## config.mk

```make
export PLATFORM = sky130hd
export DESIGN_NAME = inst_encoder
export DESIGN_NICKNAME = d
export VERILOG_FILES = /design/src/rtl/rv_pkg.sv /design/src/rtl/inst_imm_pack.sv /design/src/rtl/inst_encoder.sv
export SDC_FILE = /design/constraint.sdc
export NUM_CORES = 1
export LEC_CHECK = 0
export ABC_AREA = 1
export BUFFER_PORTS_ARGS = -buffer_cell sky130_fd_sc_hd__buf_2
export CAP_MARGIN = 40
export CELL_PAD_IN_SITES_DETAIL_PLACEMENT = 1
export CELL_PAD_IN_SITES_GLOBAL_PLACEMENT = 1
export CORE_MARGIN = 2
export CORE_UTILIZATION = 25
export CTS_CLUSTER_DIAMETER = 120
export DETAILED_ROUTE_END_ITERATION = 12
export GPL_TIMING_DRIVEN = 0
export PLACE_DENSITY = 0.66
export SYNTH_ARGS = -nofsm -noshare
export SYNTH_HDL_FRONTEND = slang
export SYNTH_HIERARCHICAL = 1
export SYNTH_SLANG_ARGS = --single-unit
```

## constraint.sdc

```tcl
create_clock -name clk -period 2.5 [get_ports clk]
set_input_delay 0.125 -clock clk [delete_from_list [all_inputs] [get_ports clk]]
set_output_delay 0.125 -clock clk [all_outputs]
set_load 0.02 [all_outputs]
```

## src/rtl/rv_pkg.sv

```systemverilog
// Shared RV32I encoding definitions: format codes, base opcodes and the
// instruction-memory write payload. Used by the encoder and the decode-side
// controller.
package rv_pkg;

   localparam int unsigned XLEN  = 32;
   localparam int unsigned OPC_W = 7;
   localparam int unsigned FMT_W = 3;

   // Format codes as presented on in_fmt; 6 and 7 are illegal
   typedef enum logic [FMT_W-1:0] {
      FMT_R = 3'd0,
      FMT_I = 3'd1,
      FMT_S = 3'd2,
      FMT_B = 3'd3,
      FMT_U = 3'd4,
      FMT_J = 3'd5
   } fmt_e;

   localparam logic [OPC_W-1:0] OPC_OP     = 7'b0110011;
   localparam logic [OPC_W-1:0] OPC_LOAD   = 7'b0000011;
   localparam logic [OPC_W-1:0] OPC_OP_IMM = 7'b0010011;
   localparam logic [OPC_W-1:0] OPC_JALR   = 7'b1100111;
   localparam logic [OPC_W-1:0] OPC_STORE  = 7'b0100011;
   localparam logic [OPC_W-1:0] OPC_BRANCH = 7'b1100011;
   localparam logic [OPC_W-1:0] OPC_LUI    = 7'b0110111;
   localparam logic [OPC_W-1:0] OPC_AUIPC  = 7'b0010111;
   localparam logic [OPC_W-1:0] OPC_JAL    = 7'b1101111;

   // Encoder run states
   typedef enum logic [1:0] {
      ST_IDLE  = 2'd0,
      ST_RUN   = 2'd1,
      ST_DRAIN = 2'd2
   } enc_state_e;

   // One instruction-memory write: target byte address and word
   typedef struct packed {
      logic [XLEN-1:0] addr;
      logic [XLEN-1:0] data;
   } imem_wr_t;

   // True when the opcode belongs to the given format
   function automatic logic opcode_ok(input logic [FMT_W-1:0] fmt,
                                      input logic [OPC_W-1:0] op);
      logic ok;
      ok = 1'b0;
      case (fmt)
         FMT_R:   ok = (op == OPC_OP);
         FMT_I:   ok = (op == OPC_LOAD) || (op == OPC_OP_IMM) || (op == OPC_JALR);
         FMT_S:   ok = (op == OPC_STORE);
         FMT_B:   ok = (op == OPC_BRANCH);
         FMT_U:   ok = (op == OPC_LUI) || (op == OPC_AUIPC);
         FMT_J:   ok = (op == OPC_JAL);
         default: ok = 1'b0;
      endcase
      return ok;
   endfunction

endpackage

```

## src/rtl/inst_imm_pack.sv

```systemverilog
// Immediate packer: scatters the immediate into its RV32I bit positions for
// the given format and reports whether the value is representable.
//   i_fmt      format code
//   i_imm      signed byte offset / value
//   o_imm_bits immediate bits in place, all other bits zero
//   o_imm_ok   immediate in range (always true for R)
module inst_imm_pack
   import rv_pkg::*;
(
   input  logic [FMT_W-1:0] i_fmt,
   input  logic [XLEN-1:0]  i_imm,
   output logic [XLEN-1:0]  o_imm_bits,
   output logic             o_imm_ok
);

   logic w_fit12;
   logic w_fit13;
   logic w_fit21;

   // A value fits in N signed bits when bits [31:N-1] are all equal
   assign w_fit12 = (&i_imm[31:11]) || !(|i_imm[31:11]);
   assign w_fit13 = (&i_imm[31:12]) || !(|i_imm[31:12]);
   assign w_fit21 = (&i_imm[31:20]) || !(|i_imm[31:20]);

   always_comb begin
      o_imm_bits = '0;
      o_imm_ok   = 1'b0;
      case (i_fmt)
         FMT_R: begin
            o_imm_ok = 1'b1;
         end
         FMT_I: begin
            o_imm_bits = {i_imm[11:0], 20'd0};
            o_imm_ok   = w_fit12;
         end
         FMT_S: begin
            o_imm_bits = {i_imm[11:5], 13'd0, i_imm[4:0], 7'd0};
            o_imm_ok   = w_fit12;
         end
         FMT_B: begin
            o_imm_bits = {i_imm[12], i_imm[10:5], 13'd0, i_imm[4:1], i_imm[11], 7'd0};
            o_imm_ok   = w_fit13 && !i_imm[0];
         end
         FMT_U: begin
            o_imm_bits = {i_imm[31:12], 12'd0};
            o_imm_ok   = (i_imm[11:0] == 12'd0);
         end
         FMT_J: begin
            o_imm_bits = {i_imm[20], i_imm[10:1], i_imm[11], i_imm[19:12], 12'd0};
            o_imm_ok   = w_fit21 && !i_imm[0];
         end
         default: begin
            o_imm_bits = '0;
            o_imm_ok   = 1'b0;
         end
      endcase
   end

endmodule

```

## src/rtl/inst_encoder.sv

```systemverilog
// RV32I instruction encoder: accepts field requests, encodes them into
// 32-bit words and writes them to consecutive instruction-memory addresses
// through a one-entry output stage.
//   clk, rst                 clock, async active-high reset
//   start, start_addr        begin a program at start_addr (IDLE only)
//   stop                     end of program: drain the stage, return to IDLE
//   in_valid/in_ready        field-request handshake
//   in_fmt .. in_imm         instruction fields
//   imem_we/ready/addr/wdata instruction-memory write port
//   busy, err, count         activity, sticky illegal-request flag, words written
module inst_encoder
   import rv_pkg::*;
#(
   parameter int unsigned CNT_W = 16
) (
   input  logic             clk,
   input  logic             rst,
   input  logic             start,
   input  logic [XLEN-1:0]  start_addr,
   input  logic             stop,
   input  logic             in_valid,
   output logic             in_ready,
   input  logic [FMT_W-1:0] in_fmt,
   input  logic [OPC_W-1:0] in_opcode,
   input  logic [2:0]       in_funct3,
   input  logic [6:0]       in_funct7,
   input  logic [4:0]       in_rd,
   input  logic [4:0]       in_rs1,
   input  logic [4:0]       in_rs2,
   input  logic [XLEN-1:0]  in_imm,
   output logic             imem_we,
   input  logic             imem_ready,
   output logic [XLEN-1:0]  imem_addr,
   output logic [XLEN-1:0]  imem_wdata,
   output logic             busy,
   output logic             err,
   output logic [CNT_W-1:0] count
);

   enc_state_e       r_state;
   imem_wr_t         r_wr;
   logic             r_stage_valid;
   logic             r_err;
   logic [CNT_W-1:0] r_count;

   logic [XLEN-1:0]  w_imm_bits;
   logic             w_imm_ok;
   logic [XLEN-1:0]  w_fields;
   logic [XLEN-1:0]  w_word;
   logic             w_legal;
   logic             w_wr_done;
   logic             w_accept;

   inst_imm_pack u_imm_pack (
      .i_fmt      (in_fmt),
      .i_imm      (in_imm),
      .o_imm_bits (w_imm_bits),
      .o_imm_ok   (w_imm_ok)
   );

   // Register/opcode fields for each format; immediate bits are OR-ed in
   always_comb begin
      w_fields = '0;
      case (in_fmt)
         FMT_R:        w_fields = {in_funct7, in_rs2, in_rs1, in_funct3, in_rd, in_opcode};
         FMT_I:        w_fields = {12'd0, in_rs1, in_funct3, in_rd, in_opcode};
         FMT_S, FMT_B: w_fields = {7'd0, in_rs2, in_rs1, in_funct3, 5'd0, in_opcode};
         FMT_U, FMT_J: w_fields = {20'd0, in_rd, in_opcode};
         default:      w_fields = '0;
      endcase
   end

   assign w_word    = w_fields | w_imm_bits;
   assign w_legal   = opcode_ok(in_fmt, in_opcode) && w_imm_ok;
   assign w_wr_done = r_stage_valid && imem_ready;
   assign in_ready  = (r_state == ST_RUN) && (!r_stage_valid || imem_ready);
   assign w_accept  = in_valid && in_ready;

   // Control FSM, output stage and counters
   always_ff @(posedge clk or posedge rst) begin
      if (rst) begin
         r_state       <= ST_IDLE;
         r_wr          <= '0;
         r_stage_valid <= 1'b0;
         r_err         <= 1'b0;
         r_count       <= '0;
      end else begin
         // Address counter doubles as the stage's target address
         if (w_wr_done) begin
            r_wr.addr <= r_wr.addr + 32'd4;
            r_count   <= r_count + CNT_W'(1);
         end

         // A new word may enter in the same cycle the previous one retires
         if (w_accept && w_legal) begin
            r_stage_valid <= 1'b1;
            r_wr.data     <= w_word;
         end else if (w_wr_done) begin
            r_stage_valid <= 1'b0;
         end

         if (w_accept && !w_legal) begin
            r_err <= 1'b1;
         end

         case (r_state)
            ST_IDLE: begin
               if (start) begin
                  r_state   <= ST_RUN;
                  r_wr.addr <= start_addr;
                  r_count   <= '0;
               end
            end
            ST_RUN: begin
               if (stop) begin
                  r_state <= ST_DRAIN;
               end
            end
            ST_DRAIN: begin
               if (!r_stage_valid || w_wr_done) begin
                  r_state <= ST_IDLE;
               end
            end
            default: r_state <= ST_IDLE;
         endcase
      end
   end

   assign imem_we    = r_stage_valid;
   assign imem_addr  = r_wr.addr;
   assign imem_wdata = r_wr.data;
   assign err        = r_err;
   assign count      = r_count;
   assign busy       = (r_state != ST_IDLE) || r_stage_valid;

endmodule

```

Word level (Yosys, flattened, before mapping)
Cells that the tools add are included.

storage, ports and cells
  register bits = 84
  bits in latches = 0
  bits in writable memories = 0
  ROM bits = 0
  input port bits = 105
  output and inout port bits = 84
  word-level logic and storage cells = 82
  memories = 0

cells by class
  add/sub/neg operators = 2
  $mul = 0
  div/mod/pow operators = 0
  magnitude comparators = 0
  eq/ne operators = 19
  shifts and indexed selects = 0
  muxes and demuxes = 16
  bitwise logic cells = 1
  reduce and logical (&&, ||, !) cells = 38

operators by type and width
  cell                                                  count
  one-hot mux 32 bit (5 select lines)                   1
  one-hot mux 32 bit (4 select lines)                   1
  two-way mux 32 bit                                    3
  two-way mux 16 bit                                    3
  adder 32 x 3 -> 32 bit (second input constant)        1
  OR 32 bit                                             1
  equality test 7 x 6 -> 1 bit (second input constant)  3
  equality test 7 bit (second input constant)           3
  AND reduction 21 bit                                  1
  OR reduction 21 bit                                   1
  AND reduction 20 bit                                  1
  OR reduction 20 bit                                   1
  adder 16 x 1 -> 16 bit (second input constant)        1
  equality test 7 x 5 -> 1 bit (second input constant)  2
  logical NOT 12 bit                                    1
  AND reduction 12 bit                                  1
  OR reduction 12 bit                                   1
  logical OR 1 bit                                      9
  logical AND 1 bit                                     8
  equality test 7 x 2 -> 1 bit (second input constant)  1
  equality test 3 x 2 -> 1 bit (second input constant)  2
  equality test 3 bit (second input constant)           2
  logical NOT 1 bit                                     6
  two-way mux 2 bit                                     3
  other kinds (13)                                      19

Logic depth before layout (Yosys ltp)
Gate-level depths: netlist of the first run.

  word-level depth = 8
  depth in mapped cells = 15
  mapped depth without buffers = 14

Cells and area by module
Netlist of the first run, hierarchy kept.

by module, submodules not included
  module         times used  cells an instance  area an instance (sq um)  sequential area each (sq um)
  inst_encoder   1           646                4739.5                    2102.0
  inst_imm_pack  1           173                829.5                     0.0

Worst setup path before layout of the first run
No wires, ideal clock.

  path kind = reg-to-reg
  start point = register r_wr (netlist bit imem_addr[2])
  end point = register r_wr (netlist bit imem_addr[24])
  library setup time = 0.123 ns
  arrival time = 1.679 ns
  data required time = 2.377 ns
  slack = 0.698 ns
  stages on the path, launching flop included = 11
  path buffers = 0
  clock period less this slack = 1.802 ns
  path through = dfrtp_1 ha_1 nand3_1 nor2_1 nand2_1 nor2_1 nand3_1 nand2_1 inv_1 o21ai_0 nand2_1

between the ends
  cells in the longest elaborated chain, start to end = 4

RTL lines
  what                        RTL line             RTL
  start, declared             inst_encoder.sv:41   imem_wr_t r_wr;
  adder 32 x 3 -> 32 bit (*)  inst_encoder.sv:90   r_wr.addr <= r_wr.addr + 32'd4;
  two-way mux 32 bit (*)      inst_encoder.sv:89   if (w_wr_done) begin
  two-way mux 32 bit          inst_encoder.sv:108  if (start) begin
  two-way mux 32 bit (*)      inst_encoder.sv:106  case (r_state)

Mark *: on every way between the ends. The rest lies on a longest branch, timed or not.
A chain may end at the register's enable or synchronous reset.

Final worst setup path of the first run
Same ends and word-level chain as after synthesis.

==> results_tabular.tex, run 1 <==
\begin{tabular}{lr}
\hline
Metric & Value \\
\hline
\multicolumn{2}{l}{\textbf{Pwr}} \\
Reported leakage power & around 4.1 nW \\
Gate power share & between 30\% and 40\% \\
Switching part of the total & roughly two fifths \\
Net load switching power & 2.07 mW \\
Overall power after layout & between 5 and 6 mW \\
Power per cell area & 685 nW/um\^{}2 \\
Portion of total power attributed to the clock network & 28.1\% \\
Internal Dissipation & between 2 and 3 mW \\
Sequential fraction of design power & 38.0\% \\
Max VDD drop & between 0.3 and 0.4 mV \\
\multicolumn{2}{l}{\textbf{Clock network}} \\
\# clock sinks & 84 \\
Post-CTS Setup Repair Bufs & 0 \\
\# H-tree levels & 3 \\
Clock latency on the worst-skew pair & 0.35 ns \\
Clock tree from TritonCTS & yes \\
CTS Root Cell & clkbuf\_16 \\
Clock transition time at the flip-flop clock pins of the worst setup and hold paths & $\sim$0.07 ns \\
Inserted Clock Buffers & 9 \\
Maximum number of buffers from clock root to sink & 2 \\
\multicolumn{2}{l}{\textbf{STA}} \\
Final hold violations & 0 \\
Max Clk Rate & $\sim$470 MHz \\
Tightest Pin Transition & $\sim$0.74 ns \\
Minimum clock period & approximately 2.1 ns \\
Final setup skew & approximately 0.009 ns \\
Unrepaired setup endpoints after global routing & false \\
Final Max Tran Viols & 0 \\
Final setup fails & 0 \\
Sum Neg Setup Slack & 0 ns \\
Period utilization & a little under nine tenths \\
Hold Worst Slack & approximately 0.011 ns \\
Max\_slew headroom & roughly half \\
\multicolumn{2}{l}{\textbf{Setup path}} \\
Sort of element at the end of the critical path & flip-flop \\
Library cell appearing most often on the critical path & nand2\_1 \\
Category of the critical setup timing path & flip-flop to flip-flop \\
Cell family with most CP delay & simple AND/OR/NAND/NOR gates \\
Arrival time reported for the critical path endpoint & between 2 and 2.5 ns \\
Slowest Stage Delay on Critical Path & 0.45 ns \\
Crit-path cells & ha\_1 > nand3\_1 > nor2\_1 > nand2\_1 > nor2\_1 > nand3\_1 > nand2\_1 > inv\_1 > o21ai\_0 > nand2\_1 \\
Cell with the largest stage delay on the worst path & dfrtp\_1 \\
Data required time at the worst endpoint & $\sim$2.7 ns \\
Crit path buffers/inverters & 1 \\
Critical path launch point type & flip-flop \\
CP Max Fanout & 5 \\
\multicolumn{2}{l}{\textbf{Finish}} \\
Number of inserted filler cells in the final layout & 2819 \\
ANT cells & 0 \\
Highest-count cells in the layout ignoring fill and taps & 263 x nand2\_1, 190 x buf\_2, 111 x nor2\_1, 84 x dfrtp\_1, 80 x inv\_1 \\
P\&R area growth vs syn & 32.3\% \\
\# nets final & about 1100 \\
Utilization of the core after routing & roughly a third \\
Non-filler cells in the finished layout & between 1000 and 1500 \\
Fraction of layout instances using a drive strength above 1 & around a quarter \\
Most frequent standard cell in the layout excluding fill and tap cells & nand2\_1 \\
\multicolumn{2}{l}{\textbf{Route}} \\
Average routed wire per standard cell & 15.3 um \\
Total wire length after detailed routing & a little over 20000 um \\
Routed Antenna Nets & 0 \\
Detail-routed via count per cell & around 4.6 \\
Remaining routing DRC violations & 0 \\
Total number of vias & 6067 \\
TritonRoute pass-1 iters & 4 \\
Number of DRC violations after detailed-routing iteration 0 & about 260 \\
\multicolumn{2}{l}{\textbf{Synthesis}} \\
Post-synthesis instance area & between 5000 and 6000 um\^{}2 \\
Syn\_area\_per\_cell & between 6 and 7 um\^{}2 \\
Instance count of the mapped netlist & 817 \\
Yosys synthesis warning count & 6 \\
\multicolumn{2}{l}{\textbf{Global route}} \\
Wire length of the first global-routing pass & 32300 um \\
Total Routing Usage GR & between 10\% and 20\% \\
Number of global-route vias before repair & 6164 \\
Initial antenna violation count & 0 \\
Final global-route overflow total & 0 \\
Pin count of the biggest net entering global routing & 46 \\
\multicolumn{2}{l}{\textbf{Placement}} \\
Placed wire-length estimate & 16500 um \\
Port-buffer cells & about 190 \\
Placer congestion estimate & between 0.8 and 0.9 \\
Placed insts & between 1000 and 1500 \\
\multicolumn{2}{l}{\textbf{Floorplan}} \\
Total I/O pin count & approximately 190 \\
Height of the die & roughly 150 um \\
Die area & approximately 23000 um\^{}2 \\
Width of the chip & 153 um \\
Placement row count & 54 \\
Initial Util & between 20\% and 30\% \\
Placeable core region & approximately 22000 um\^{}2 \\
\multicolumn{2}{l}{\textbf{Job}} \\
Total of max-cap violations & 0 \\
\multicolumn{2}{l}{\textbf{Min path}} \\
Hold Path Class & primary input to flip-flop \\
\multicolumn{2}{l}{\textbf{Outcome}} \\
Result of the run & complete, no violations \\
\hline
\end{tabular}
==> worst min-delay path, cell delays in order <==
cell     delay (ns)
buf_2          0.08
nand2_1        0.04
o21ai_0        0.08
==> stage by stage <==
stage	instance area [um^2]	setup WS (ns)
3_5_place_dp	6890	0.0714
3_3_place_gp	6860	-1.13
5_1_grt	7350	0.164
2_1_floorplan	5570	0.210
4_1_cts	7350	0.364
6_report	7350	0.367
==> per-layer routing <==
layer  track usage, %  routed length (um)
met1             21.0                8860
met3             3.49                1020
met2             30.7               10100
met5                0                   0
met4             3.70                 187
==> area by class of cell <==
| cell class | instances | area, um^2 | area share (%) |
|---|---|---|---|
| clock buffer | 9 | 225 | 3.07 |
| multi-input combinational | 617 | 2940 | 40.0 |
| timing repair buffer | 204 | 1120 | 15.2 |
| inverter | 88 | 333 | 4.53 |
| clock inverter | 7 | 81.3 | 1.11 |
| tap | 280 | 350 | 4.77 |
| buffer | 32 | 198 | 2.69 |
| sequential | 84 | 2100 | 28.6 |
==> timing repair <==
action | 4_1_cts | 5_1_grt
hold endpoints to repair | 54 | 0
hold buffers | 15 | 0
resized for setup | 0 | 0
==> path summary, 6_finish.rpt <==
path	slack, ns	cells after the start	from	endpoint
worst max-delay path	0.37	10	imem_addr[2]	imem_addr[24]
worst min-delay path	0.01	3	start_addr[10]	imem_addr[10]
worst max register to register	0.37	10	imem_addr[2]	imem_addr[24]
worst min register to register	0.46	2	err	err
max in group asynchronous	1.49	4	rst	count[3]
min in group asynchronous	0.38	3	rst	imem_wdata[2]
==> flip-flops by register name, indices dropped and copies added (netlist names) <==
signal,count
err,1
imem_addr,32
r_state,2
imem_we,1
count,16
imem_wdata,32
==> power by group through the flow <==
stage | combinational (mW) | sequential (mW) | clock (mW)
global route | 1.91 | 1.95 | 1.50
finish | 1.71 | 1.91 | 1.41
detailed placement | 1.70 | 1.93 | 0
CTS | 1.73 | 1.91 | 1.46
floorplan | 0.818 | 2.11 | 0
global placement | 1.67 | 1.92 | 0
Note: power is estimated with default switching activity, not from simulation.
==> inputs of run 2 (changes only) <==
--- a/config.mk
+++ b/config.mk
@@ -6,7 +6,7 @@
 export NUM_CORES = 1
 export LEC_CHECK = 0
 export ABC_AREA = 1
-export BUFFER_PORTS_ARGS = -buffer_cell sky130_fd_sc_hd__buf_2
+export BUFFER_PORTS_ARGS = -buffer_cell sky130_fd_sc_hd__buf_4
 export CAP_MARGIN = 40
 export CELL_PAD_IN_SITES_DETAIL_PLACEMENT = 1
 export CELL_PAD_IN_SITES_GLOBAL_PLACEMENT = 1
==> results_tabular.tex, run 2 (same netlist as run 1, synthesis figures left out) <==
\begin{tabular}{lr}
\hline
Metric & Value \\
\hline
\multicolumn{2}{l}{\textbf{Route}} \\
Highest routed metal layer & met4 \\
Number of DRC violations after detailed-routing iteration 0 & between 200 and 250 \\
Detail-routed via count per cell & 4.57 \\
Total number of vias & 6037 \\
Wl on met1 & between 9000 and 10000 um \\
Metal2 WL & a little over 10000 um \\
Routed Antenna Nets & 0 \\
Average routed wire per standard cell & $\sim$16 um \\
TritonRoute pass-1 iters & 4 \\
Metal3 WL & 1060 um \\
Total wire length after detailed routing & slightly above 20000 um \\
Remaining routing DRC violations & 0 \\
\multicolumn{2}{l}{\textbf{Setup path}} \\
Worst flop-to-flop path startpoint & count[1] \\
Arrival time reported for the critical path endpoint & between 2 and 2.5 ns \\
Data required time at the worst endpoint & $\sim$2.7 ns \\
Internal reg-to-reg setup slack & $\sim$0.43 ns \\
Capture instance of the worst register-to-register path & count[14] \\
Path depth of the worst reg2reg path & 8 \\
CP Max Fanout & 5 \\
Critical path launch point type & flip-flop \\
Sort of element at the end of the critical path & flip-flop \\
Category of the critical setup timing path & flip-flop to flip-flop \\
\multicolumn{2}{l}{\textbf{Global route}} \\
Number of global-route vias before repair & approximately 6200 \\
Pin count of the biggest net entering global routing & 47 \\
Initial antenna violation count & 0 \\
Final global-route overflow total & 0 \\
Total Routing Usage GR & around 18\% \\
Wire length of the first global-routing pass & around 33000 um \\
\multicolumn{2}{l}{\textbf{Clock network}} \\
Clock transition time at the flip-flop clock pins of the worst setup and hold paths & around 0.070 ns \\
Clock latency on the worst-skew pair & roughly 0.35 ns \\
Post-CTS Setup Repair Bufs & 0 \\
Clock tree from TritonCTS & yes \\
\# clock sinks & 84 \\
Inserted Clock Buffers & 9 \\
Maximum number of buffers from clock root to sink & 2 \\
\# H-tree levels & 3 \\
Post-cts gate resize count & 0 \\
CTS Root Cell & clkbuf\_16 \\
Hold-fix buffers, CTS & 14 \\
\multicolumn{2}{l}{\textbf{Pwr}} \\
Internal Dissipation & $\sim$3.1 mW \\
Switching part of the total & 39.4\% \\
Sequential fraction of design power & a little under two fifths \\
Reported leakage power & $\sim$4.2 nW \\
Gate power share & between 30\% and 40\% \\
Portion of total power attributed to the clock network & a little over a quarter \\
Power per cell area & between 600 and 700 nW/um\^{}2 \\
Max VDD drop & between 0.3 and 0.4 mV \\
Net load switching power & about 2.0 mW \\
\multicolumn{2}{l}{\textbf{Placement}} \\
Placed wire-length estimate & 16800 um \\
Port-buffer cells & between 150 and 200 \\
Worst-case setup slack after placement & 0.127 ns \\
Placer congestion estimate & 0.894 \\
\multicolumn{2}{l}{\textbf{Min path}} \\
Worst Hold Path Cells & 3 \\
Hold Path Sink & imem\_addr[2] \\
Hold Path Class & primary input to flip-flop \\
Worst Hold Launch & start\_addr[2] \\
\multicolumn{2}{l}{\textbf{Floorplan}} \\
Width of the chip & between 150 and 200 um \\
Die area & 23400 um\^{}2 \\
Total I/O pin count & 189 \\
Placeable core region & 21800 um\^{}2 \\
Height of the die & 153 um \\
Initial Util & between 20\% and 30\% \\
Placement row count & 54 \\
\multicolumn{2}{l}{\textbf{STA}} \\
Max Clk Rate & between 400 and 500 MHz \\
Final setup skew & 0.00722 ns \\
Sum Neg Setup Slack & 0 ns \\
Period utilization & around 83\% \\
Final hold violations & 1 \\
Unrepaired setup endpoints after global routing & false \\
Hold Worst Slack & -0.000261 ns \\
Final setup fails & 0 \\
Minimum clock period & between 2 and 2.5 ns \\
Max\_slew headroom & between 50\% and 60\% \\
Final Max Tran Viols & 0 \\
Tightest Pin Transition & between 0.7 and 0.8 ns \\
PnR worst setup slack & $\sim$0.43 ns \\
\multicolumn{2}{l}{\textbf{Outcome}} \\
Result of the run & finished, violations left \\
Violated checks & negative hold slack \\
\multicolumn{2}{l}{\textbf{Finish}} \\
ANT cells & 0 \\
P\&R area growth vs syn & 40.5\% \\
Most frequent standard cell in the layout excluding fill and tap cells & nand2\_1 \\
Highest-count cells in the layout ignoring fill and taps & 263 x nand2\_1, 196 x buf\_4, 111 x nor2\_1, 84 x dfrtp\_1, 80 x inv\_1 \\
Fraction of layout instances using a drive strength above 1 & a little under a quarter \\
\# nets final & 1143 \\
\multicolumn{2}{l}{\textbf{Job}} \\
Total of max-cap violations & 0 \\
\hline
\end{tabular}
==> run 2: changes by cell type in the layout (fill, tap and decap cells not counted) <==
cell and delta:
clkinvlp_4 +1, buf_4 +188, buf_2 -188, clkbuf_8 +1, inv_6 -4, clkinv_2 +2
dlygate4sd3_1 -1
==> run 2: final cells by class <==
cell class / instances / area (um^2)
clock buffers: 10 / 239
inverters: 88 / 333
plain buffers: 32 / 198
repair buffers: 203 / 1580
well taps: 280 / 350
clock inverters: 6 / 63.8
fillers: 2784 / 14000
flip-flops and latches: 84 / 2100
multi-input cells: 617 / 2940
==> run 2: critical path, cell delays in order (launching register included) <==
cell	delay, ns
dfrtp_1	0.44
ha_1	0.18
inv_1	0.05
nor3_1	0.40
nand2_1	0.17
nor2_1	0.29
nand3_1	0.15
o21ai_0	0.21
a21oi_1	0.06
==> run 2: worst max path at each step <==
stage	from	end	slack, ns
finish	count[1]	count[14]	0.43
global route	imem_addr[2]	imem_addr[24]	0.14
CTS	imem_we	imem_addr[23]	0.38
detailed placement	in_fmt[2]	imem_wdata[30]	0.13
global placement	rst	count[12]	-1.12
floorplan	rst	count[0]	0.21
==> run 2: routing by layer <==
metal	GRT usage, %	vias to the layer above
met2	31.6	160
met3	3.35	15
met4	3.88	0
met1	21.8	2813
met5	0	-
li1	-	3049
==> run 2: through the flow <==
step / instance area [um^2] / util (%) / hold WS, ns / instances / total power, mW
after floorplan: 5570 / - / 0.232 / 821 / 2.92
final: 7800 / 35.8 / -0.000261 / 1320 / 5.18
after detailed placement: 7360 / 33.7 / 0.210 / 1290 / 3.82
after global placement: 7330 / 33.6 / 0.325 / 1289 / 3.78
after CTS: 7800 / 35.8 / 0.000585 / 1320 / 5.24
after global routing: 7800 / 35.8 / 0.0103 / 1320 / 5.52
==> run 2: power by group through the flow <==
stage	Sequential [mW]	Clock, mW	Combinational (mW)
after floorplan	2.11	0	0.818
after global placement	1.94	0	1.84
after detailed placement	1.94	0	1.88
after CTS	1.91	1.41	1.91
after global routing	1.96	1.47	2.09
final	1.92	1.38	1.89
==> inputs of run 3 (changes only) <==
==> constraint.sdc (replaced) <==
create_clock -name clk -period 2.05 [get_ports clk]
set_input_delay 0.1025 -clock clk [delete_from_list [all_inputs] [get_ports clk]]
set_output_delay 0.1025 -clock clk [all_outputs]
set_load 0.02 [all_outputs]
==> results_tabular.tex, run 3 (same netlist as run 1, synthesis figures left out) <==
\begin{tabular}{lr}
\hline
Metric & Value \\
\hline
\multicolumn{2}{l}{\textbf{Placement}} \\
Placer congestion estimate & roughly 0.87 \\
Worst-case setup slack after placement & -0.234 ns \\
Port-buffer cells & roughly 190 \\
Placed wire-length estimate & approximately 17000 um \\
Placed insts & 1291 \\
\multicolumn{2}{l}{\textbf{Pwr}} \\
Sequential fraction of design power & between 30\% and 40\% \\
Gate power share & around 36\% \\
Reported leakage power & 4.21 nW \\
Switching part of the total & 39.9\% \\
Portion of total power attributed to the clock network & between 20\% and 30\% \\
Max VDD drop & 0.408 mV \\
Net load switching power & approximately 2.5 mW \\
Power per cell area & roughly 800 nW/um\^{}2 \\
Internal Dissipation & between 3 and 4 mW \\
Overall power after layout & between 6 and 7 mW \\
\multicolumn{2}{l}{\textbf{STA}} \\
PnR worst setup slack & between 0.15 and 0.2 ns \\
Final setup skew & $\sim$0.012 ns \\
Final setup fails & 0 \\
Max Clk Rate & roughly 530 MHz \\
Final hold violations & 0 \\
Sum Neg Setup Slack & 0 ns \\
Hold Worst Slack & roughly 0.012 ns \\
Minimum clock period & approximately 1.9 ns \\
Max\_slew headroom & 56.0\% \\
Tightest Pin Transition & 0.660 ns \\
Period utilization & 91.5\% \\
Final Max Tran Viols & 0 \\
\multicolumn{2}{l}{\textbf{Floorplan}} \\
Initial Util & between 20\% and 30\% \\
Placeable core region & 21800 um\^{}2 \\
Width of the chip & around 150 um \\
Total I/O pin count & 189 \\
Placement row count & 54 \\
Die area & 23400 um\^{}2 \\
Height of the die & 153 um \\
\multicolumn{2}{l}{\textbf{Clock network}} \\
Clock latency on the worst-skew pair & 0.34 ns \\
Clock tree from TritonCTS & yes \\
\# H-tree levels & 3 \\
Inserted Clock Buffers & 9 \\
Post-CTS Setup Repair Bufs & 0 \\
Maximum number of buffers from clock root to sink & 2 \\
\# clock sinks & 84 \\
Clock transition time at the flip-flop clock pins of the worst setup and hold paths & approximately 0.07 ns \\
CTS Root Cell & clkbuf\_16 \\
\multicolumn{2}{l}{\textbf{Setup path}} \\
Cell with the largest stage delay on the worst path & dfrtp\_1 \\
Crit-path cells & ha\_1 > nand3\_1 > nor2\_4 > nand2\_1 > nor2\_2 > nand3\_1 > nand2\_1 > inv\_1 > o21ai\_0 > nand2\_1 \\
Sort of element at the end of the critical path & flip-flop \\
Library cell appearing most often on the critical path & nand2\_1 \\
Category of the critical setup timing path & flip-flop to flip-flop \\
Arrival time reported for the critical path endpoint & about 2.1 ns \\
Critical path launch point type & flip-flop \\
Data required time at the worst endpoint & between 2 and 2.5 ns \\
Slowest Stage Delay on Critical Path & 0.41 ns \\
CP Max Fanout & 5 \\
\multicolumn{2}{l}{\textbf{Route}} \\
Number of DRC violations after detailed-routing iteration 0 & about 270 \\
Detail-routed via count per cell & 4.56 \\
TritonRoute pass-1 iters & 4 \\
Remaining routing DRC violations & 0 \\
Total wire length after detailed routing & 20800 um \\
Total number of vias & 6040 \\
Average routed wire per standard cell & between 15 and 20 um \\
Routed Antenna Nets & 0 \\
\multicolumn{2}{l}{\textbf{Finish}} \\
P\&R area growth vs syn & 42.6\% \\
Non-filler cells in the finished layout & 1325 \\
Area of the multi-input gates & 2990 um\^{}2 \\
Fraction of layout instances using a drive strength above 1 & $\sim$25\% \\
Sequential cell area in the final layout & about 2100 um\^{}2 \\
Highest-count cells in the layout ignoring fill and taps & 262 x nand2\_1, 196 x buf\_4, 107 x nor2\_1, 83 x dfrtp\_1, 80 x inv\_1 \\
\# nets final & $\sim$1100 \\
Number of inserted filler cells in the final layout & around 2800 \\
ANT cells & 0 \\
Most frequent standard cell in the layout excluding fill and tap cells & nand2\_1 \\
\multicolumn{2}{l}{\textbf{Global route}} \\
Pin count of the biggest net entering global routing & 36 \\
Final global-route overflow total & 0 \\
Total Routing Usage GR & 17.7\% \\
Number of global-route vias before repair & 6145 \\
Initial antenna violation count & 0 \\
Wire length of the first global-routing pass & between 30000 and 40000 um \\
\multicolumn{2}{l}{\textbf{Outcome}} \\
Result of the run & complete, no violations \\
\multicolumn{2}{l}{\textbf{Min path}} \\
Hold Path Class & primary input to flip-flop \\
\multicolumn{2}{l}{\textbf{Job}} \\
Total of max-cap violations & 0 \\
\hline
\end{tabular}
## run 3: cell types whose count changed in the layout (fill, tap and decap cells not counted), moves of 2 or more
cell / change
nand3_2: +2
nor3_2: +3
clkbuf_2: +3
buf_12: +2
dlygate4sd3_1: +4
nor2_4: +3
clkbuf_1: -3
inv_6: +3
nand3_1: -2
nor3_1: -3
nor2_1: -4
## run 3: through the flow
step	util (%)	cell area, um^2
detailed placement	33.8	7370
floorplan	-	5570
finish	36.3	7920
global route	36.3	7920
CTS	36.1	7880
global placement	33.6	7330
## run 3: path summary, 6_finish.rpt
path | startpoint | endpoint | slack (ns) | cells after the start
min in group asynchronous | rst | imem_addr[10] | 0.39 | 3
max reg2reg | imem_addr[3] | imem_addr[24] | 0.18 | 10
min reg2reg | imem_wdata[1] | imem_wdata[1] | 0.47 | 2
max in group asynchronous | rst | imem_wdata[25] | 1.09 | 4
min | start_addr[5] | imem_addr[5] | 0.01 | 3
max | imem_addr[3] | imem_addr[24] | 0.18 | 10
## run 3: timing repair
action	CTS	global route
endpoints found under the hold margin	39	0
gates resized for setup	4	16
endpoints found under the setup margin	7	16
hold buffers	18	0
## run 3: critical path: cells and delay by family, from the launching register on
family	cells	cell delay [ns]
simple gates	7	0.93
compound gates	1	0.15
fa+ha+maj	1	0.22
flops	1	0.41
buf+inv	1	0.03
## run 3: power by group through the flow
stage / clock network [mW] / logic (mW) / registers [mW]
after CTS: 1.75 / 2.34 / 2.35
after global placement: 0 / 2.25 / 2.37
after detailed placement: 0 / 2.30 / 2.38
after global routing: 1.82 / 2.57 / 2.41
after floorplan: 0 / 0.998 / 2.57
final: 1.71 / 2.32 / 2.35
## run 3: cell type report
type	count	area share, %
multi-input cells	617	37.8
flip-flops and latches	84	26.6
repair buffers	208	20.6
well taps	280	4.42
inverters	88	4.22
clock buffers	9	2.84
plain buffers	32	2.54
clock inverters	7	1.03
## run 3: layer usage
metal  GRT usage, %  wire length [um]
met3           3.18              1010
met5              0                 0
met4           4.81               312
met2           30.0              9960
met1           23.3              9480
